`src/rtl/dmem_bus_bridge.sv`:
```
// Data-memory bus bridge between the MEM stage and a req/ack system bus.
// Stores are posted through a single-entry buffer; loads block via pause until ack or timeout.
module dmem_bus_bridge #(
  parameter int unsigned TIMEOUT = 255
) (
  input  logic        clk,
  input  logic        rst,
  input  logic [31:0] Zz_addr,
  input  logic [31:0] Zz_dout,
  input  logic [3:0]  Zz_wr_en,
  input  logic        rd_en,
  output logic [31:0] zZ_din,
  output logic        pause,
  output logic        bus_req,
  output logic        bus_we,
  output logic [31:0] bus_addr,
  output logic [3:0]  bus_be,
  output logic [31:0] bus_wdata,
  input  logic        bus_ack,
  input  logic [31:0] bus_rdata,
  output logic        bus_timeout
);

  typedef enum logic [1:0] {
    IDLE,
    WR,
    RD,
    RDONE
  } state_t;

  localparam logic [15:0] LAST_CNT = 16'(TIMEOUT - 1);

  state_t      state;
  logic [15:0] cnt;
  logic        wr;
  logic        rd;
  logic        expired;
  logic        addr_lsb_unused;

  assign wr              = |Zz_wr_en;
  assign rd              = rd_en & ~wr;
  assign expired         = (cnt == LAST_CNT);
  assign addr_lsb_unused = ^Zz_addr[1:0];

  // In WR any new access waits for the buffer to drain, then IDLE accepts it.
  always_comb begin
    pause = 1'b0;
    unique case (state)
      IDLE:    pause = rd;
      WR:      pause = wr | rd_en;
      RD:      pause = 1'b1;
      RDONE:   pause = 1'b0;
      default: pause = 1'b0;
    endcase
  end

  always_ff @(posedge clk or negedge rst) begin
    if (!rst) begin
      state       <= IDLE;
      cnt         <= '0;
      zZ_din      <= '0;
      bus_req     <= 1'b0;
      bus_we      <= 1'b0;
      bus_addr    <= '0;
      bus_be      <= '0;
      bus_wdata   <= '0;
      bus_timeout <= 1'b0;
    end else begin
      unique case (state)
        IDLE: begin
          if (wr) begin
            bus_addr  <= {Zz_addr[31:2], 2'b00};
            bus_wdata <= Zz_dout;
            bus_be    <= Zz_wr_en;
            bus_we    <= 1'b1;
            bus_req   <= 1'b1;
            cnt       <= '0;
            state     <= WR;
          end else if (rd) begin
            bus_addr  <= {Zz_addr[31:2], 2'b00};
            bus_wdata <= Zz_dout;
            bus_be    <= '1;
            bus_we    <= 1'b0;
            bus_req   <= 1'b1;
            cnt       <= '0;
            state     <= RD;
          end
        end
        WR: begin
          if (bus_ack) begin
            bus_req <= 1'b0;
            state   <= IDLE;
          end else if (expired) begin
            bus_req     <= 1'b0;
            bus_timeout <= 1'b1;
            state       <= IDLE;
          end else begin
            cnt <= cnt + 16'd1;
          end
        end
        RD: begin
          // An ack on the final count cycle still wins over the abort.
          if (bus_ack) begin
            zZ_din  <= bus_rdata;
            bus_req <= 1'b0;
            state   <= RDONE;
          end else if (expired) begin
            zZ_din      <= '0;
            bus_req     <= 1'b0;
            bus_timeout <= 1'b1;
            state       <= RDONE;
          end else begin
            cnt <= cnt + 16'd1;
          end
        end
        RDONE: begin
          // Request inputs still show the retiring load here; do not re-issue it.
          state <= IDLE;
        end
        default: state <= IDLE;
      endcase
    end
  end

endmodule

```
`config.mk`:
```
export PLATFORM = sky130hd
export DESIGN_NAME = dmem_bus_bridge
export DESIGN_NICKNAME = d
export VERILOG_FILES = /design/src/rtl/dmem_bus_bridge.sv
export SDC_FILE = /design/constraint.sdc
export NUM_CORES = 1
export LEC_CHECK = 0
export CAP_MARGIN = 20
export CORE_ASPECT_RATIO = 0.9
export CORE_MARGIN = 1.5
export CORE_UTILIZATION = 47
export CTS_BUF_LIST = sky130_fd_sc_hd__clkbuf_16
export DETAILED_ROUTE_END_ITERATION = 12
export GPL_TIMING_DRIVEN = 0
export HOLD_SLACK_MARGIN = 0.05
export PLACE_DENSITY = 0.95
export SYNTH_ARGS = -nofsm -noshare
export SYNTH_HDL_FRONTEND = slang
export SYNTH_SLANG_ARGS = --single-unit
```
`constraint.sdc`:
```
create_clock -name clk -period 4.7 [get_ports clk]
set_clock_uncertainty 0.1 [all_clocks]
set_input_delay 0.47 -clock clk [delete_from_list [all_inputs] [get_ports clk]]
set_output_delay 0.47 -clock clk [all_outputs]
set_load 0.1 [all_outputs]
```
==> impl_metrics.py, run 1 <==
metrics = {
    "sta": {
        "slew_violations": 0,
        "fin_crit_ps": 3464,
        "finalCritPeriodShare_pct": 73.70,
        "worst_pin_slew_ps": 1048,
        "rsz0062_at_grt": "no",
        "slew_headroom_pct": 29.92,
        "setup_tns_ps": 0,
        "hold_viol": 0,
        "max_freq_mhz": 288.7,
        "setup_viol": 0,
    },
    "logic_synthesis": {
        "synth_ff_type": "dfrtp_1",
        "async_flop_share_pct": 100.0,
        "synth_area_sq_um": 5176,
        "synth_top_area_share_pct": 57.53,
        "ys_ff_latch": 119,
        "synth.area.top_cells": "dfrtp_1 (58%), nand2_1 (15%), a22o_1 (5.6%)",
        "avgSynthCellArea_sq_um": 10.05,
        "synth_area_leader_cell": "dfrtp_1",
        "seq_area_frac_synth_pct": 57.53,
        "synth_edf_count": 0,
        "netlist-cell-type-count": 51,
        "synth_warnings": 0,
        "synth_cells": 515,
    },
    "layout": {
        "final_net_count": 850,
        "num_antenna_cells": 0,
        "synthToLayoutAreaGrowth_pct": 52.70,
        "layout-drive-gt1-share_pct": 7.580,
        "final_cell_mix": "nand2_1 (209), clkdlybuf4s50_1 (201), dfrtp_1 (119), a22o_1 (33), clkbuf_16 (17)",
        "fin_util_pct": 73.42,
        "final_common_cell": "nand2_1",
        "final_area_sq_um": 7904,
    },
    "placed_design": {
        "hpwlAfterDp_mm": 10.85,
        "gp_congestion": 0.8794,
        "placedInstanceArea_sq_um": 7393,
        "numPortBuffers": 202,
    },
    "worst_setup_path": {
        "path_common_cell": "clkdlybuf4s50_1",
        "path_buf_inv": 2,
        "cp_cell_sequence": "clkdlybuf4s50_1, nor4_4, a211oi_1, nor2_1, clkdlybuf4s50_1",
        "end_kind": "primary output",
        "cpPeakStageDelay_ps": 1170,
        "cp-start-kind": "primary input",
        "worstPathMaxFanout": 8,
        "worstPathArrival_ps": 2890,
        "required_ps": 4130,
        "cpMaxStageDelayCell": "clkdlybuf4s50_1",
        "crit_family": "buffers and inverters",
        "critical_path_class": "primary input to primary output",
        "rrSetupSlack_ps": 2240,
    },
    "clock_tree": {
        "cts_sinks": 119,
        "cts_resized": 0,
        "clock_path_buffers": 2,
        "htree_levels": 4,
        "clkTransAtPathRegs_ps": 60,
        "cts_inserted_buffers": 17,
        "postCtsSetupBuffers": 0,
        "cts_tree": "yes",
        "clkLatencyLatePin_ps": 410,
        "cts_hold_buf": 1,
        "root_buffer": "clkbuf_16",
    },
    "global_route": {
        "overflow": 0,
        "grtUsageTotal_pct": 26.27,
        "grt_pass1_vias": 4795,
        "grt_max_degree": 64,
        "grt_pass1_wl_mm": 23.60,
        "antenna_found_initial": 0,
    },
    "die": {
        "die_w_um": 113.6,
        "initial_utilization_pct": 48.08,
        "core_area_sq_um": 10770,
        "die-height_um": 102.6,
        "ios": 208,
        "placementRows": 36,
        "die-area_sq_um": 11650,
    },
    "routing": {
        "post_drt_via_cell_ratio": 5.383,
        "wire_per_inst_um": 17.13,
        "vias": 4764,
        "routed_wl_mm": 15.16,
        "antenna_left": 0,
        "drtIter0Drc": 295,
        "route.detailed.drc": 0,
        "first_pass_iters": 5,
    },
    "outcome": {
        "outcome": "complete, no violations",
    },
    "flow_run": {
        "maxCapViolCount": 0,
    },
    "min_path": {
        "hp-class": "flop to flop",
    },
}
[metrics by stage]
stage	instances	setup slack (ps)	hold slack [ps]
2_1_floorplan	516	1874	74.41
3_3_place_gp	851	-1272	356.2
3_5_place_dp	852	1246	359.1
4_1_cts	885	1256	374.9
5_1_grt	885	1165	389.3
6_report	885	1236	372.1
[cells by family (layout without fill, tap and decap cells)]
| logic type | Yosys count | count (layout) | synth area share, % |
|---|---|---|---|
| AO/OA/AOI/OAI | 80 | 80 | 12.93 |
| adder cells (fa/ha/maj) | 7 | 7 | 1.692 |
| buffers and inverters | 39 | 275 | 5.100 |
| flip-flops | 119 | 119 | 57.53 |
| multiplexers | 2 | 2 | 0.4109 |
| other | 1 | 2 | 0.07245 |
| AND/OR/NAND/NOR | 267 | 267 | 22.26 |
[flip-flops by register name, summed over array words and instances, names as in the netlist]
name	flops
cnt	16
bus_we	1
bus_req	1
bus_wdata	32
bus_addr	30
zZ_din	32
bus_timeout	1
bus_be	4
state	2
[worst min-delay path: stages, from the launching register on]
cell and delay (ps):
dfrtp_1 340, nand2_1 50, nand2_1 50
[synth_stat cells, types with 3 or more instances]
library cell	instances
and2_1	4
buf_2	4
o211ai_1	4
a211oi_1	3
nor3_1	14
nand4_1	6
a22o_1	33
nand2_1	209
nor4_1	4
o22a_1	4
buf_6	14
a2bb2oi_1	3
nor2_1	9
a21oi_1	8
ha_1	7
clkbuf_1	12
nand3_1	5
dfrtp_1	119
inv_1	7
a221o_1	5
o21ai_0	3
[layout make-up]
cell class,count,area (sq um)
fill,676,2861
sequential,119,2978
clock buffer,17,425.4
buffer,32,237.7
inverter,7,26.28
multi-input combinational,358,1938
clock inverter,15,75.07
timing repair buffer,204,2057
tap,133,166.4
[path summary, 6_finish.rpt]
kind | startpoint | endpoint | cells past startpoint
setup reg to reg | state[0] | cnt[6] | 7
min in group asynchronous | rst | cnt[10] | 2
setup / recovery | Zz_wr_en[3] | pause | 5
hold / removal | bus_wdata[25] | bus_wdata[25] | 2
max in group asynchronous | rst | bus_addr[18] | 3
hold reg to reg | bus_wdata[25] | bus_wdata[25] | 2
[layer usage]
metal	track usage (%)	routed length [um]	vias up
li1	-	-	2207
met1	30.25	5924	2319
met2	46.62	7885	205
met3	7.466	972	33
met4	10.96	376	0
met5	0	0	-
Power of run 1 is not shown: default switching activity piles up to over one toggle a cycle in this logic, so the estimate is an artifact.
==> run 2, diff against run 1 <==
Settings changed: CORE_UTILIZATION 47 to 39, PLACE_DENSITY 0.95 to 0.87.
Clock period 4.7 ns to 3.1 ns, I/O delays scaled along.
==> impl_metrics.py, run 2 (synthesized netlist as in run 1, its figures left out) <==
metrics = {
    "outcome": {
        "outcome": "complete, no violations",
    },
    "global_route": {
        "use_met1_pct": 25.67,
        "overflow": 0,
        "antenna_found_initial": 0,
        "grt.met3_usage_pct": 6.101,
        "grt-busiest-layer": "met2",
        "grt_max_degree": 68,
        "use_met2_pct": 35.64,
        "grt_pass1_vias": 4604,
        "grt_pass1_wl_mm": 23.26,
        "grtUsageTotal_pct": 21.02,
    },
    "sta": {
        "fin_crit_ps": 2887,
        "finalCritPeriodShare_pct": 93.12,
        "rsz0062_at_grt": "no",
        "slew_headroom_pct": 32.41,
        "slew_violations": 0,
        "hold_viol": 0,
        "setup_viol": 0,
        "hold_slack_ps": 321.1,
        "max_freq_mhz": 346.4,
        "worst_pin_slew_ps": 1011,
    },
    "layout": {
        "nFillCells": 999,
        "layout-drive-gt1-share_pct": 8.378,
        "final_net_count": 850,
        "num_antenna_cells": 0,
        "synthToLayoutAreaGrowth_pct": 55.96,
        "final_cell_mix": "nand2_1 (209), clkdlybuf4s50_1 (200), dfrtp_1 (119), a22o_1 (33), clkbuf_16 (17)",
        "largest_registers": "bus_wdata (32), zZ_din (32), bus_addr (30)",
        "final_common_cell": "nand2_1",
    },
    "worst_setup_path": {
        "rr_endpoint": "cnt[6]",
        "critical_path_class": "flop to primary output",
        "worstPathArrival_ps": 2480,
        "required_ps": 2690,
        "worstPathMaxFanout": 6,
        "reg2reg_depth": 7,
        "end_kind": "primary output",
        "reg2reg_from": "state[0]",
        "cpMaxStageDelayCell": "dlygate4sd2_1",
        "cp_cell_sequence": "inv_1, ha_1, nor2b_1, a211oi_1, nor2_1, dlygate4sd2_1",
        "rrSetupSlack_ps": 780,
        "cp-start-kind": "flop",
        "cpPeakStageDelay_ps": 880,
    },
    "die": {
        "die_w_um": 124.4,
        "die-area_sq_um": 13970,
        "ios": 208,
        "initial_utilization_pct": 40.33,
        "placementRows": 39,
        "core_area_sq_um": 12830,
        "die-height_um": 112.3,
    },
    "flow_run": {
        "maxCapViolCount": 0,
    },
    "routing": {
        "first_pass_iters": 5,
        "drtIter0Drc": 280,
        "route.detailed.drc": 0,
        "routed_wl_mm": 14.16,
        "wire_per_inst_um": 15.46,
        "vias": 4587,
        "antenna_left": 0,
        "post_drt_via_cell_ratio": 5.008,
    },
    "clock_tree": {
        "clkTransAtPathRegs_ps": 60,
        "cts_sinks": 119,
        "clock_path_buffers": 2,
        "cts_inserted_buffers": 17,
        "cts_tree": "yes",
        "htree_levels": 4,
        "clkLatencyLatePin_ps": 400,
        "root_buffer": "clkbuf_16",
    },
    "min_path": {
        "hp-class": "primary input to async pin",
    },
    "placed_design": {
        "hpwlAfterDp_mm": 10.45,
        "gp_congestion": 0.8671,
        "numPortBuffers": 202,
    },
}
-- run 2: cell types whose count changed in the layout (fill, tap and decap cells not counted), sizes merged --
cell           delta
clkinvlp          -1
dlygate4sd2       +1
inv               -1
bufinv            +4
clkdlybuf4s50     -1
clkinv            -2
-- run 2: cell type report --
| type | count | area [sq um] | area share, % |
|---|---|---|---|
| Timing Repair Buffer | 204 | 2059 | 25.51 |
| Buffer | 32 | 237.7 | 2.945 |
| Sequential cell | 119 | 2978 | 36.89 |
| Multi-Input combinational cell | 358 | 1938 | 24.01 |
| Tap cell | 164 | 205.2 | 2.542 |
| Inverter | 7 | 26.28 | 0.3255 |
| Clock buffer | 17 | 425.4 | 5.270 |
| Clock inverter | 15 | 202.7 | 2.511 |
-- run 2: worst max path at each step --
stage                           start            to  slack [ps]  cells past startpoint
final                        state[0]         pause         210                      6
after global routing         state[0]         pause          70                      6
after CTS                    state[0]         pause         200                      6
after detailed placement  Zz_wr_en[3]         pause         -40                      5
after global placement            rst  bus_wdata[2]       -3080                      1
after floorplan              state[0]         pause         500                      5
-- run 2: critical path, delay by kind of cell, from the launching register on --
| family | cells | cell delay (ps) |
|---|---|---|
| buffers and inverters | 2 | 1000 |
| DFF | 1 | 410 |
| adders and majority gates | 1 | 300 |
| and+or+nand+nor | 2 | 300 |
| AOI/OAI and AO/OA | 1 | 60 |
-- run 2: through the flow --
stage          cells  worst slack [ps]  setup TNS [ps]  util [%]  area [sq um]
3_3_place_gp     882             -3078         -365470     57.72          7407
6_report         916             213.1               0     62.90          8073
3_5_place_dp     883            -43.93          -43.93     57.94          7436
5_1_grt          916             67.78               0     62.90          8073
2_1_floorplan    516             495.7               0         -          5180
4_1_cts          916             202.6               0     62.90          8073
-- run 2: per-layer routing --
layer	up-vias	part of all wire [%]
met3	22	4.9
li1	2207	-
met2	150	51
met4	0	1.5
met1	2208	42
met5	-	0
-- run 2: what timing repair did --
| item | 4_1_cts | 5_1_grt |
|---|---|---|
| hold buffers | 1 | 0 |
| setup endpoints to repair | 1 | 0 |
| gates resized for setup | 1 | 0 |
| hold endpoints to repair | 52 | 0 |
| buffers inserted | 0 | 0 |
Power of run 2 is left out for the same reason.
==> run 3, diff against run 2 <==
Settings changed: RECOVER_POWER from default to 50.
==> impl_metrics.py, run 3 (synthesized netlist as in run 1, its figures left out) <==
metrics = {
    "outcome": {
        "outcome": "finished with violations",
        "violations": "capacitance limit, slew limit",
    },
    "die": {
        "core_area_sq_um": 12830,
        "die_w_um": 124.4,
        "placementRows": 39,
        "die-height_um": 112.3,
        "ios": 208,
        "die-area_sq_um": 13970,
        "initial_utilization_pct": 40.33,
    },
    "global_route": {
        "use_met2_pct": 35.64,
        "grt_max_degree": 68,
        "overflow": 0,
        "grt_pass1_vias": 4604,
        "grt_pass1_wl_mm": 23.26,
        "grt-busiest-layer": "met2",
        "grtUsageTotal_pct": 21.02,
        "antenna_found_initial": 0,
        "use_met1_pct": 25.67,
        "grt.met3_usage_pct": 6.101,
    },
    "routing": {
        "routed_wl_mm": 14.17,
        "vias": 4578,
        "route.detailed.drc": 0,
        "drtIter0Drc": 280,
        "post_drt_via_cell_ratio": 4.998,
        "antenna_left": 0,
        "wire_per_inst_um": 15.47,
        "first_pass_iters": 5,
    },
    "sta": {
        "setup_viol": 0,
        "finalCritPeriodShare_pct": 95.17,
        "max_freq_mhz": 339.0,
        "slew_headroom_pct": -3.558,
        "slew_violations": 10,
        "fin_crit_ps": 2950,
        "rsz0062_at_grt": "no",
        "worst_pin_slew_ps": 1537,
        "hold_viol": 0,
    },
    "worst_setup_path": {
        "critical_path_class": "primary input to primary output",
        "worstPathArrival_ps": 2540,
        "cp-start-kind": "primary input",
        "end_kind": "primary output",
        "worstPathMaxFanout": 8,
        "required_ps": 2690,
    },
    "clock_tree": {
        "cts_tree": "yes",
        "clock_path_buffers": 2,
        "cts_sinks": 119,
        "htree_levels": 4,
        "root_buffer": "clkbuf_16",
        "clkLatencyLatePin_ps": 410,
        "cts_inserted_buffers": 17,
        "clkTransAtPathRegs_ps": 50,
        "postCtsSetupBuffers": 0,
    },
    "placed_design": {
        "hpwlAfterDp_mm": 10.45,
        "placedInstanceArea_sq_um": 7436,
        "gp_congestion": 0.8671,
        "numPortBuffers": 202,
    },
    "flow_run": {
        "maxCapViolCount": 1,
    },
    "layout": {
        "synthToLayoutAreaGrowth_pct": 55.02,
        "final_common_cell": "nand2_1",
        "final_area_sq_um": 8024,
        "final_net_count": 850,
        "multi_input_area_sq_um": 1923,
        "num_antenna_cells": 0,
        "layout-drive-gt1-share_pct": 7.979,
        "nFillCells": 1004,
        "largest_registers": "bus_wdata (32), zZ_din (32), bus_addr (30)",
        "final_cell_mix": "nand2_1 (209), clkdlybuf4s50_1 (199), dfrtp_1 (119), a22o_1 (33), clkbuf_16 (17)",
        "regArea_sq_um": 2978,
    },
    "min_path": {
        "hp-class": "primary input to flop",
    },
}
## run 3: worst max-delay path: stages
cell and delay [ps]:
dlygate4sd3_1 600, nor4_4 490, a211oi_1 140, nor2_1 90
dlygate4sd2_1 880
## run 3: path summary, 6_finish.rpt
check	from	slack, ps	cells after the start	end
max in group asynchronous	rst	610	3	bus_wdata[8]
worst max-delay path	Zz_wr_en[3]	150	5	pause
worst max register to register	state[0]	780	7	cnt[6]
worst min-delay path	Zz_dout[16]	330	3	bus_wdata[16]
worst min register to register	bus_wdata[28]	370	2	bus_wdata[28]
min in group asynchronous	rst	640	2	cnt[12]
## run 3: what timing repair did
item,4_1_cts,5_1_grt
resized for setup,1,0
endpoints found under the setup margin,1,0
hold endpoints to repair,52,0
hold buffers,1,0
## run 3: through the flow
stage / worst slack (ps) / hold slack [ps] / cells / TNS, ps / util (%)
after global placement: -3078 / 352.7 / 882 / -365470 / 57.72
after global routing: 39.46 / 314.7 / 916 / 0 / 62.52
after CTS: 202.6 / 312.3 / 916 / 0 / 62.90
after detailed placement: -43.93 / 202.9 / 883 / -43.93 / 57.94
after floorplan: 495.7 / -85.59 / 516 / 0 / -
final: 149.8 / 328.2 / 916 / 0 / 62.52
## run 3: routing by layer
| metal | part of all wire [%] | vias to the layer above |
|---|---|---|
| li1 | - | 2209 |
| met1 | 42 | 2198 |
| met2 | 51 | 149 |
| met3 | 5.2 | 22 |
| met4 | 1.6 | 0 |
| met5 | 0 | - |
## run 3: final cells by class
type	instances	area share, %
Buffer	32	2.869
Clock buffer	17	5.302
Clock inverter	15	2.526
Inverter	7	0.3275
Multi-Input combinational cell	358	23.97
Sequential cell	119	37.11
Tap cell	164	2.557
Timing Repair Buffer	204	25.34
Power of run 3 is left out for the same reason.
